### src/rtl/bmp_pkg.sv
// bmp_pkg: shared definitions for the BMP loader slice.
//   - bmp_state_t : loader FSM states
//   - F_*         : byte offsets of the BMP header fields
//   - BMP_SIG     : "BM" signature as a little-endian 16-bit word
//   - in_field / put_byte : helpers for capturing little-endian 32-bit fields
package bmp_pkg;

  typedef enum logic [2:0] {
    IDLE,
    HEADER,
    SKIP,
    PIXEL,
    DONE,
    ERROR
  } bmp_state_t;

  localparam int unsigned F_OFFSET = 10;
  localparam int unsigned F_WIDTH  = 18;
  localparam int unsigned F_HEIGHT = 22;
  localparam int unsigned F_BPP    = 28;
  localparam int unsigned F_BPP_HI = 29;
  localparam int unsigned HDR_LEN  = 30;

  localparam logic [15:0] BMP_SIG = 16'h4D42;

  // True when byte address a falls inside the 4-byte field starting at base.
  function automatic logic in_field(input logic [24:0] a, input int unsigned base);
    return (a >= 25'(base)) && (a < 25'(base + 4));
  endfunction

  // Replace byte lane 'lane' of a little-endian word.
  function automatic logic [31:0] put_byte(input logic [31:0] w, input logic [1:0] lane,
                                           input logic [7:0] b);
    logic [31:0] r;
    r = w;
    r[8*lane +: 8] = b;
    return r;
  endfunction

endpackage

### src/rtl/bmp_wr_fifo.sv
// bmp_wr_fifo: 2-entry FIFO for pending pixel writes.
//   clk_sys : clock
//   rst_n   : synchronous active-low reset
//   flush   : synchronous clear (wins over push/pop)
//   push/din: write request and data; ignored when full unless popping too
//   pop     : read request; ignored when empty
//   dout    : head entry, forced to zero while empty
//   full/empty : occupancy flags
module bmp_wr_fifo
  import bmp_pkg::*;
#(
  parameter int unsigned DW = 8
) (
  input  logic          clk_sys,
  input  logic          rst_n,
  input  logic          flush,
  input  logic          push,
  input  logic [DW-1:0] din,
  input  logic          pop,
  output logic [DW-1:0] dout,
  output logic          full,
  output logic          empty
);

  logic [DW-1:0] mem [2];
  logic          wp, rp;
  logic [1:0]    cnt;
  logic          do_push, do_pop;

  always_comb begin
    full    = (cnt == 2'd2);
    empty   = (cnt == 2'd0);
    do_pop  = pop & ~empty;
    // When full, a push is only taken if the head leaves in the same cycle;
    // the new word then lands in the slot being vacated.
    do_push = push & (~full | do_pop);
    dout    = empty ? '0 : mem[rp];
  end

  always_ff @(posedge clk_sys) begin
    if (do_push) mem[wp] <= din;
  end

  always_ff @(posedge clk_sys) begin
    if (!rst_n || flush) begin
      wp  <= 1'b0;
      rp  <= 1'b0;
      cnt <= '0;
    end else begin
      if (do_push) wp <= ~wp;
      if (do_pop)  rp <= ~rp;
      cnt <= cnt + 2'(do_push) - 2'(do_pop);
    end
  end

endmodule

### src/rtl/bmp_loader.sv
// bmp_loader: parses a BMP byte stream from data_io and emits one 32-bit
// pixel write per pixel. Word address = (row << STRIDE_LOG2) + col, row 0 is
// the bottom row as stored in the file.
//   clk_sys, init_n           : clock, synchronous active-low reset
//   ioctl_download/wr/addr/dout : data_io download byte stream
//   wr_valid/wr_ready/wr_addr/wr_data : pixel write handshake, data {00,R,G,B}
//   loaded : image complete; error : header rejected or write overflow
//   img_w/img_h : header dimensions once accepted
module bmp_loader
  import bmp_pkg::*;
#(
  parameter int unsigned STRIDE_LOG2 = 9,
  parameter int unsigned MAX_W       = 512,
  parameter int unsigned MAX_H       = 312,
  parameter int unsigned ADDR_W      = 22
) (
  input  logic              clk_sys,
  input  logic              init_n,
  input  logic              ioctl_download,
  input  logic              ioctl_wr,
  input  logic [24:0]       ioctl_addr,
  input  logic [7:0]        ioctl_dout,
  output logic              wr_valid,
  input  logic              wr_ready,
  output logic [ADDR_W-1:0] wr_addr,
  output logic [31:0]       wr_data,
  output logic              loaded,
  output logic              error,
  output logic [15:0]       img_w,
  output logic [15:0]       img_h
);

  bmp_state_t state;

  logic        wr_last, dl_last;
  logic        strobe, dl_rise, dl_fall;
  logic [15:0] sig;
  logic [31:0] hdr_off, hdr_w, hdr_h;
  logic [7:0]  bpp_lo;
  logic [15:0] bpp_full;
  logic        hdr_ok;
  logic        is32;
  logic [1:0]  byte_cnt, pad_left, pad;
  logic [15:0] col, row;
  logic [7:0]  pix_b, pix_g, pix_r;
  logic        pix_last, push, pop, overflow;
  logic        fifo_full, fifo_empty;
  logic [ADDR_W+31:0] push_word, head_word;

  always_comb begin
    strobe   = ioctl_wr & ~wr_last;
    dl_rise  = ioctl_download & ~dl_last;
    dl_fall  = ~ioctl_download & dl_last;
    bpp_full = {ioctl_dout, bpp_lo};
    // The bpp high byte is the current byte, so the check uses it live.
    hdr_ok   = (sig == BMP_SIG) &&
               (bpp_full == 16'd24 || bpp_full == 16'd32) &&
               (hdr_w != 32'd0) && (hdr_w <= 32'(MAX_W)) && (hdr_w[31:16] == 16'd0) &&
               (hdr_h[15:0] != 16'd0) && (hdr_h[31:16] == 16'd0) &&
               (hdr_off >= 32'(HDR_LEN)) && (hdr_off[31:24] == 8'd0);
    // (-3*w) mod 4 reduces to w mod 4.
    pad      = is32 ? 2'd0 : img_w[1:0];
    pix_last = (byte_cnt == (is32 ? 2'd3 : 2'd2));
    push     = (state == PIXEL) & strobe & ~dl_rise & (row < img_h) &
               (pad_left == 2'd0) & pix_last & (32'(row) < MAX_H);
    // For 24bpp the red byte is the current byte; for 32bpp it was stored.
    push_word = {ADDR_W'({row, col[STRIDE_LOG2-1:0]}), 8'h00,
                 (is32 ? pix_r : ioctl_dout), pix_g, pix_b};
    wr_valid = ~fifo_empty;
    pop      = wr_valid & wr_ready;
    overflow = push & fifo_full & ~pop;
    wr_addr  = head_word[ADDR_W+31:32];
    wr_data  = head_word[31:0];
  end

  bmp_wr_fifo #(
    .DW(ADDR_W + 32)
  ) u_fifo (
    .clk_sys (clk_sys),
    .rst_n   (init_n),
    .flush   (dl_rise),
    .push    (push),
    .din     (push_word),
    .pop     (pop),
    .dout    (head_word),
    .full    (fifo_full),
    .empty   (fifo_empty)
  );

  always_ff @(posedge clk_sys) begin
    if (!init_n) begin
      state    <= IDLE;
      wr_last  <= 1'b0;
      dl_last  <= 1'b0;
      loaded   <= 1'b0;
      error    <= 1'b0;
      img_w    <= '0;
      img_h    <= '0;
      sig      <= '0;
      hdr_off  <= '0;
      hdr_w    <= '0;
      hdr_h    <= '0;
      bpp_lo   <= '0;
      is32     <= 1'b0;
      byte_cnt <= '0;
      pad_left <= '0;
      col      <= '0;
      row      <= '0;
      pix_b    <= '0;
      pix_g    <= '0;
      pix_r    <= '0;
    end else begin
      wr_last <= ioctl_wr;
      dl_last <= ioctl_download;
      if (overflow) error <= 1'b1;

      if (dl_rise) begin
        state    <= HEADER;
        loaded   <= 1'b0;
        error    <= 1'b0;
        img_w    <= '0;
        img_h    <= '0;
        sig      <= '0;
        hdr_off  <= '0;
        hdr_w    <= '0;
        hdr_h    <= '0;
        bpp_lo   <= '0;
        is32     <= 1'b0;
        byte_cnt <= '0;
        pad_left <= '0;
        col      <= '0;
        row      <= '0;
      end else begin
        case (state)
          HEADER: begin
            if (dl_fall) begin
              state <= ERROR;
              error <= 1'b1;
            end else if (strobe) begin
              if (ioctl_addr == 25'd0) sig[7:0]  <= ioctl_dout;
              if (ioctl_addr == 25'd1) sig[15:8] <= ioctl_dout;
              if (in_field(ioctl_addr, F_OFFSET))
                hdr_off <= put_byte(hdr_off, 2'(ioctl_addr - 25'(F_OFFSET)), ioctl_dout);
              if (in_field(ioctl_addr, F_WIDTH))
                hdr_w <= put_byte(hdr_w, 2'(ioctl_addr - 25'(F_WIDTH)), ioctl_dout);
              if (in_field(ioctl_addr, F_HEIGHT))
                hdr_h <= put_byte(hdr_h, 2'(ioctl_addr - 25'(F_HEIGHT)), ioctl_dout);
              if (ioctl_addr == 25'(F_BPP)) bpp_lo <= ioctl_dout;
              if (ioctl_addr == 25'(F_BPP_HI)) begin
                if (hdr_ok) begin
                  img_w <= hdr_w[15:0];
                  img_h <= hdr_h[15:0];
                  is32  <= (bpp_full == 16'd32);
                  state <= (hdr_off == 32'(HDR_LEN)) ? PIXEL : SKIP;
                end else begin
                  state <= ERROR;
                  error <= 1'b1;
                end
              end
            end
          end
          SKIP: begin
            if (dl_fall) state <= DONE;
            else if (strobe && ioctl_addr == 25'(hdr_off - 32'd1)) state <= PIXEL;
          end
          PIXEL: begin
            if (dl_fall) begin
              state <= DONE;
            end else if (strobe && row < img_h) begin
              if (pad_left != 2'd0) begin
                pad_left <= pad_left - 2'd1;
                if (pad_left == 2'd1) begin
                  col <= '0;
                  row <= row + 16'd1;
                end
              end else begin
                case (byte_cnt)
                  2'd0:    pix_b <= ioctl_dout;
                  2'd1:    pix_g <= ioctl_dout;
                  2'd2:    pix_r <= ioctl_dout;
                  default: ;
                endcase
                if (pix_last) begin
                  byte_cnt <= '0;
                  if (col + 16'd1 == img_w) begin
                    if (pad == 2'd0) begin
                      col <= '0;
                      row <= row + 16'd1;
                    end else begin
                      col      <= col + 16'd1;
                      pad_left <= pad;
                    end
                  end else begin
                    col <= col + 16'd1;
                  end
                end else begin
                  byte_cnt <= byte_cnt + 2'd1;
                end
              end
            end
          end
          DONE: begin
            if (fifo_empty) loaded <= 1'b1;
          end
          default: ;
        endcase
      end
    end
  end

endmodule

### config.mk
export PLATFORM = sky130hd
export DESIGN_NAME = bmp_loader
export DESIGN_NICKNAME = d
export VERILOG_FILES = /design/src/rtl/bmp_pkg.sv /design/src/rtl/bmp_wr_fifo.sv /design/src/rtl/bmp_loader.sv
export SDC_FILE = /design/constraint.sdc
export NUM_CORES = 1
export LEC_CHECK = 0
export ABC_AREA = 1
export BUFFER_PORTS_ARGS = -buffer_cell sky130_fd_sc_hd__buf_2
export CAP_MARGIN = 20
export CORE_ASPECT_RATIO = 0.6
export CORE_MARGIN = 4
export CORE_UTILIZATION = 35
export DETAILED_ROUTE_END_ITERATION = 6
export PLACE_DENSITY_LB_ADDON = 0.1
export SLEW_MARGIN = 20
export SYNTH_ARGS = -nofsm -noshare
export SYNTH_HDL_FRONTEND = slang
export SYNTH_SLANG_ARGS = --single-unit
### constraint.sdc
create_clock -name clk_sys -period 4.05 [get_ports clk_sys]
set_clock_uncertainty 0.2 [all_clocks]
set_input_delay 0.405 -clock clk_sys [delete_from_list [all_inputs] [get_ports clk_sys]]
set_output_delay 0.405 -clock clk_sys [all_outputs]
set_load 0.03 [all_outputs]
==> After elaboration in Yosys (flattened, before gate mapping) <==
Memory sizes are Yosys's and may differ from the RTL's. A register that Yosys moved wholly into a read port is not among the register bits.
Index checks and enable logic that the tools add are counted.
W data, S select, Z words.
{ "word_totals": {"ff_bits": 224, "mem_bits_rw": 92, "in_bits": 38, "output_inout_bits": 89, "wordCells": 202, "memories": 1} }
{ "op_classes": {"addsub": 13, "magnitude_cmp": 10, "n_eq_ne": 28, "n_shift": 6, "muxes": 42, "bitwise": 27, "n_reduce_logical": 50} }
{ "memory_table": {"columns": ["name", "depth", "width", "read_ports", "rd_ports_with_merged_regs", "write_ports", "line_no", "source"], "rows": [
  ["u_fifo.mem", 2, 46, 1, 1, 1, "bmp_wr_fifo.sv:25", "logic [DW-1:0] mem [2];"]
]} }
{ "op_table": {"columns": ["op", "count"], "rows": [
  ["$mux W16", 10],
  ["$neg A5 Y34", 3],
  ["$shift A8 B34 Y32 const A", 3],
  ["$shiftx A8 B34 Y32", 3],
  ["$bwmux W32", 3],
  ["$mux W54", 1],
  ["$eq A25 B5 Y1 const B", 2],
  ["$ge A25 B5 Y1 const B", 2],
  ["$lt A25 B5 Y1 const B", 2],
  ["$add A16 B1 Y16 const B", 2],
  ["$eq A32 B5 Y1 const B", 1],
  ["$ge A32 B5 Y1 const B", 1],
  ["$le A32 B10 Y1 const B", 1],
  ["$logic_not A16 Y1", 2],
  ["$reduce_bool A32 Y1", 1],
  ["$reduce_and A4 Y1", 7],
  ["$eq A25 B1 Y1 const B", 1],
  ["$eq A25 B25 Y1", 1],
  ["$ge A25 B4 Y1 const B", 1],
  ["$logic_not A25 Y1", 1],
  ["$lt A25 B4 Y1 const B", 1],
  ["$sub A25 B1 Y25 const B", 1],
  ["$reduce_and A6 Y1", 4],
  ["$mux W3", 7],
  ["other kinds (42)", 115]
]} }

==> Logic depth before layout (Yosys ltp) <==
{ "depth": {"depth_word": 16, "depth_mapped": 20, "mapped_depth_nobuf": 20} }

==> Hierarchy <==
A second synthesis with hierarchy kept.
{ "hier_totals": {"hier_cells": 2056, "area_unflattened_um2": 16106.7} }
{ "modules_own_cells": {"columns": ["mod", "n_inst", "cells_each", "area_per_inst_um2"], "rows": [
  ["bmp_loader", 1, 1726, 11780.0],
  ["bmp_wr_fifo", 1, 330, 4326.6]
]} }

==> Worst setup path after synthesis <==
OpenSTA, ideal clock, no wires.
{ "synth_path": {"path_kind": "reg-to-reg", "from": "register img_h[11]", "to": "memory u_fifo.mem[0][0] in the netlist's numbering (enable)", "arrival_ns": 3.613, "t_required_ns": 3.400, "slack_ns": -0.213, "stages_incl_launch_ff": 10, "path_buffers": 0, "period_less_slack_ns": 4.263, "path_cell_list": "dfxtp_1 > inv_1 > ha_1 > a21oi_1 > o21a_1 > o221a_2 > nand2_1 > inv_1 > nand3_1 > nor2_1"} }
{ "synth_via": {"elab_chain_cells": 8} }
{ "synth_rtl": {"columns": ["item", "line_no", "source"], "rows": [
  ["start: declaration", "bmp_loader.sv:30", "output logic [15:0] img_h"],
  ["start signal: assignment", "bmp_loader.sv:152", "img_h <= hdr_h[15:0];"],
  ["$lt A16 B16 Y1", "bmp_loader.sv:64", "push = (state == PIXEL) & strobe & ~dl_rise & (row < img_h) &"],
  ["$and A1 B1 Y1 (2 in series)", "bmp_loader.sv:64", null],
  ["$and A1 B1 Y1 (2 in series)", "bmp_loader.sv:65", "(pad_left == 2'd0) & pix_last & (32'(row) < MAX_H);"],
  ["$and A1 B1 Y1", "bmp_wr_fifo.sv:36", "do_push = push & (~full | do_pop);"],
  ["$mux W1", "bmp_wr_fifo.sv:41", "if (do_push) mem[wp] <= din;"],
  ["$mux W1 (not written as such)", "bmp_wr_fifo.sv:41", null],
  ["end: declaration", "bmp_wr_fifo.sv:25", null]
]} }
No other way between the ends.

==> Worst setup path in the final report <==
{ "layout_path": {"from": "input ioctl_dout[1]", "to": "register img_h[4]"} }
{ "layout_via": {"elab_chain_cells": 11, "word_cells_on_any_way": 12, "classes_between": "eq/ne: 2; reduce/logical: 10"} }
{ "layout_rtl": {"columns": ["item", "line_no", "source"], "rows": [
  ["start: declaration", "bmp_loader.sv:22", "input logic [7:0] ioctl_dout,"],
  ["$eq A16 B5 Y1 / $eq A16 B6 Y1 (equally long branches)", "bmp_loader.sv:57", "(bpp_full == 16'd24 || bpp_full == 16'd32) &&"],
  ["$logic_or A1 B1 Y1 *", "bmp_loader.sv:57", null],
  ["$logic_and A1 B1 Y1 *", "bmp_loader.sv:56", "hdr_ok = (sig == BMP_SIG) &&"],
  ["$logic_and A1 B1 Y1 *", "bmp_loader.sv:57", null],
  ["$logic_and A1 B1 Y1 * (3 in series)", "bmp_loader.sv:58", "(hdr_w != 32'd0) && (hdr_w <= 32'(MAX_W)) && (hdr_w[31:16] == 16'd0) &&"],
  ["$logic_and A1 B1 Y1 * (2 in series)", "bmp_loader.sv:59", "(hdr_h[15:0] != 16'd0) && (hdr_h[31:16] == 16'd0) &&"],
  ["$logic_and A1 B1 Y1 *", "bmp_loader.sv:60", "(hdr_off >= 32'(HDR_LEN)) && (hdr_off[31:24] == 8'd0);"],
  ["$reduce_and A5 Y1 (no line) *", null, null]
]} }
Mark *: on every way between the ends. The rest lies on a longest branch, timed or not.
A chain may end at the register's enable or synchronous reset.

==> tab_implementation.tex <==
\begin{tabular}{lr}
\hline
Metric & Value \\
\hline
\multicolumn{2}{l}{\textbf{Worst setup path}} \\
\quad Worst R2R Setup Slack & 0.92 ns \\
\quad Critical path capture point type & flop \\
\quad CP Buf/Inv Count & 4 \\
\quad Levels on crit path & 14 \\
\quad Worst reg2reg path startpoint & state[0]\$\_SDFFE\_PN0P\_ \\
\quad Worst path required time & 4.32 ns \\
\quad Capturing element of the worst setup path & img\_h[4]\$\_SDFFE\_PP0P\_ \\
\quad Startpoint-to-endpoint class of the critical path & in -> reg \\
\quad Launch point of the worst path & ioctl\_dout[1] \\
\quad Worst Reg2Reg Path Length in Cells & 12 \\
\quad Series of cell instances along the critical path & dlygate4sd3\_1 -> buf\_2 -> inv\_1 -> nand3\_1 -> nor3\_1 -> nand2\_1 -> nor2\_1 -> nand2\_1 -> nor2\_1 -> and2\_1 -> nand2\_2 -> buf\_12 -> o21ai\_0 -> a21oi\_1 \\
\quad Slowest stage delay, CP & 0.62 ns \\
\quad Kind of launch point of the worst setup path & input pin \\
\quad R2R Path End & pix\_r[6]\$\_SDFFE\_PN0P\_ \\
\quad Arrival time of data at the critical path endpoint & 3.80 ns \\
\quad Cell class contributing the biggest share of worst-path delay & simple AND/OR/NAND/NOR gates \\
\quad Largest fanout on the critical path & 34 \\
\quad Slowest CP cell & nor3\_1 \\
\multicolumn{2}{l}{\textbf{Route}} \\
\quad Count of antenna-violating nets left after detailed routing & 0 \\
\quad Remaining design rule violation count & 0 \\
\quad Average wire per standard cell & 17.5 um \\
\quad Total via count after detailed routing & 13700 \\
\quad Mean number of vias per cell & 5.02 \\
\quad DRT iter0 DRCs & $\sim$1100 \\
\quad DRT Wirelength & 47700 um \\
\quad First-pass DRT Iterations & 5 \\
\multicolumn{2}{l}{\textbf{Synth}} \\
\quad Syn Inst Count & 2011 \\
\quad Area of the mapped netlist & 0.0152 mm\^{}2 \\
\quad Post-synth top area cell & dfxtp\_1 \\
\quad Flip-flop and latch count after synthesis & roughly 320 \\
\quad Main area contributors after synthesis & dfxtp\_1 (30\%), edfxtp\_1 (18\%), nand2\_1 (10\%), a21oi\_1 (7.0\%), inv\_1 (6.0\%) \\
\quad Seq/Total Area, Yosys & 0.477 \\
\quad Most used flip-flop cell after synthesis & dfxtp\_1 \\
\quad Share of async-settable or async-resettable flops after synthesis & 0 \\
\quad Yosys warns & 0 \\
\quad Post-synthesis area per instance & around 7.6 um\^{}2 \\
\quad EDFF count, synth & 92 \\
\quad Top cell type's share of synthesized area & 0.296 \\
\quad Count of different cell masters after synthesis & 48 \\
\multicolumn{2}{l}{\textbf{Clock tree}} \\
\quad Post-cts hold buffer count & 14 \\
\quad TritonCTS clock tree & built \\
\quad Clock network latency to the later pin of the worst-skew pair & 0.59 ns \\
\quad Clock edge transition at the registers on the reported setup and hold paths & 0.07 ns \\
\quad CTS root buffer & clkbuf\_16 \\
\quad Clock buffers created by TritonCTS & 30 \\
\quad Quantity of gates resized following cts & 0 \\
\quad \# H-tree levels & 1 \\
\quad Post CTS Setup Buffer Count & 0 \\
\quad Number of sinks driven by the clock tree & 317 \\
\quad Buffer depth of the longest clock path & 3 \\
\multicolumn{2}{l}{\textbf{Global routing}} \\
\quad Vias in the first global route & 12200 \\
\quad Largest net degree at the start of global routing & 152 \\
\quad Wire length of the first global-routing pass & 73400 um \\
\quad Aggregate global routing overflow & 0 \\
\quad Global-route usage over all layers & 0.197 \\
\quad Number of antenna violations at the first check in global routing & 1 \\
\multicolumn{2}{l}{\textbf{STA}} \\
\quad Relative max-transition margin & 0.326 \\
\quad Final Hold Violating Endpoints & 0 \\
\quad Accumulated negative setup slack & 0 ns \\
\quad Max Fclk & $\sim$280 MHz \\
\quad Time the final worst path needs with I/O delays and setup & 3.53 ns \\
\quad Setup-violating endpoint count in the final report & 0 \\
\quad Worst-Margin Slew & 1.01 ns \\
\quad Setup repair after global routing missed its margin & false \\
\quad Period utilization & 0.872 \\
\quad Number of slew-limit violations in the final report & 0 \\
\multicolumn{2}{l}{\textbf{Flow run}} \\
\quad Max-cap check violation count & 0 \\
\multicolumn{2}{l}{\textbf{Worst hold path}} \\
\quad Classification of the worst-slack hold path & in -> reg \\
\multicolumn{2}{l}{\textbf{Cells and area}} \\
\quad Commonest cells after routing, fill and taps aside & nand2\_1 (403), inv\_1 (245), nor2\_1 (240) \\
\quad Post-layout utilization of the core & 0.417 \\
\quad Share of cells above drive strength 1 & 0.104 \\
\quad Most frequent standard cell in the layout excluding fill and tap cells & nand2\_1 \\
\quad Post-layout instance count excluding filler cells & 2722 \\
\quad Layout-stage area growth over the synthesis result & 16.0\% \\
\quad Number of fill cells & roughly 4400 \\
\quad Net count reported at finish & 2200 \\
\quad Register area & 0.00727 mm\^{}2 \\
\quad Multi-input logic area & 0.00670 mm\^{}2 \\
\quad Cell area after layout & 0.0177 mm\^{}2 \\
\multicolumn{2}{l}{\textbf{Die}} \\
\quad Height of the chip & 170 um \\
\quad Placement Rows & 58 \\
\quad Overall die area & 0.0471 mm\^{}2 \\
\quad Standard cell core area & 0.0425 mm\^{}2 \\
\quad Initial core utilization & 0.359 \\
\quad Io pins & 127 \\
\quad Die Span X & 277 um \\
\multicolumn{2}{l}{\textbf{Place}} \\
\quad Gp weighted congestion & 0.903 \\
\quad Number of cells after detailed placement & $\sim$2700 \\
\quad Placed wire-length estimate & between 30000 and 40000 um \\
\quad Quantity of I/O buffers inserted on ports & 118 \\
\quad Cell Area, Placed & $\sim$0.016 mm\^{}2 \\
\multicolumn{2}{l}{\textbf{Power}} \\
\quad Power density over the cells & $\sim$380 mW/mm\^{}2 \\
\quad Worst voltage drop across the vdd grid & 0.000278 V \\
\quad Leakage component of the power & 7.33 nW \\
\multicolumn{2}{l}{\textbf{Status}} \\
\quad Run status & finished clean \\
\hline
\end{tabular}
-- cell type report --
class                   instances  area share
clock inverters                11      0.0115
multi-input cells            1364       0.379
well taps                     570      0.0403
flip-flops and latches        317       0.411
clock buffers                  43      0.0480
repair buffers                158      0.0552
inverters                     258      0.0548
diodes                          1    0.000142
-- worst min-delay path by stage --
stage | start | to | cells past startpoint
after floorplan | hdr_w[25]$_SDFFE_PP0P_ | hdr_w[25]$_SDFFE_PP0P_ | 2
after global placement | hdr_w[24]$_SDFFE_PP0P_ | hdr_w[24]$_SDFFE_PP0P_ | 2
after detailed placement | hdr_w[24]$_SDFFE_PP0P_ | hdr_w[24]$_SDFFE_PP0P_ | 2
after CTS | ioctl_addr[0] | hdr_h[26]$_SDFFE_PP0P_ | 5
after global routing | ioctl_addr[0] | hdr_off[26]$_SDFFE_PP0P_ | 5
final | ioctl_addr[0] | hdr_h[26]$_SDFFE_PP0P_ | 5
-- worst register-to-register path: cells and delay by family (launching register included) --
kind | cells | cell delay (ns)
buffers and inverters | 5 | 0.70
DFF | 1 | 0.38
and+or+nand+nor | 6 | 1.62
AOI/OAI and AO/OA | 1 | 0.14
-- logic make-up (layout without fill, tap and decap cells) --
family | after synthesis | in the layout | share of synthesized area
simple gates | 881 | 881 | 0.248
compound gates | 414 | 414 | 0.144
buf+inv | 337 | 470 | 0.0871
flops | 317 | 317 | 0.477
fa+ha+maj | 33 | 33 | 0.0271
xor+xnor | 28 | 28 | 0.0170
other cells | 1 | 9 | 0.000246
-- cells in the mapped netlist, types with 3 or more instances --
library cell	n
nand3b_1	10
nand4_1	43
xor2_1	21
nor2_4	4
o21bai_1	3
inv_2	7
nor3_1	45
buf_1	9
buf_2	17
clkbuf_1	44
o21ai_0	155
nand2_2	3
and2_1	4
clkinv_1	6
a211oi_1	29
buf_4	8
nand2_1	404
nor2_2	6
nor4_1	14
a21oi_1	214
inv_1	245
edfxtp_1	92
ha_1	33
dfxtp_1	225
nor2_1	244
nand3_1	95
xnor2_1	6
-- state kept, by name, indices dropped and copies added (netlist names), 16 cells and up, named ones only --
name        cells
u_fifo.mem     92
hdr_w          32
row            16
sig            16
hdr_h          32
col            16
img_w          16
hdr_off        32
img_h          16
-- where the power goes --
group / leakage, nW / internal (W) / switching [W]
Clock: 0.512 / 0.00178 / 0.00126
Combinational: 4.14 / 0.0000942 / 0.000243
Sequential: 2.68 / 0.00325 / 0.00000786
Total: 7.33 / 0.00512 / 0.00151
-- layer usage --
layer,track usage,vias up,wire length (um)
met1,0.322,6328,25100
met4,0.0336,0,780
met5,0,-,0
met3,0.0346,64,3470
li1,-,6867,-
met2,0.268,410,18300
-- through the flow --
step / setup WS, ns / power (W) / hold WS, ns
finish: 0.517 / 0.00664 / 0.208
global route: 0.270 / 0.00690 / 0.238
CTS: 0.560 / 0.00670 / 0.170
detailed placement: 0.480 / 0.00365 / 0.239
floorplan: -0.213 / 0.00353 / 0.224
global placement: 0.513 / 0.00365 / 0.235
Note: power is estimated with default switching activity, not from simulation.
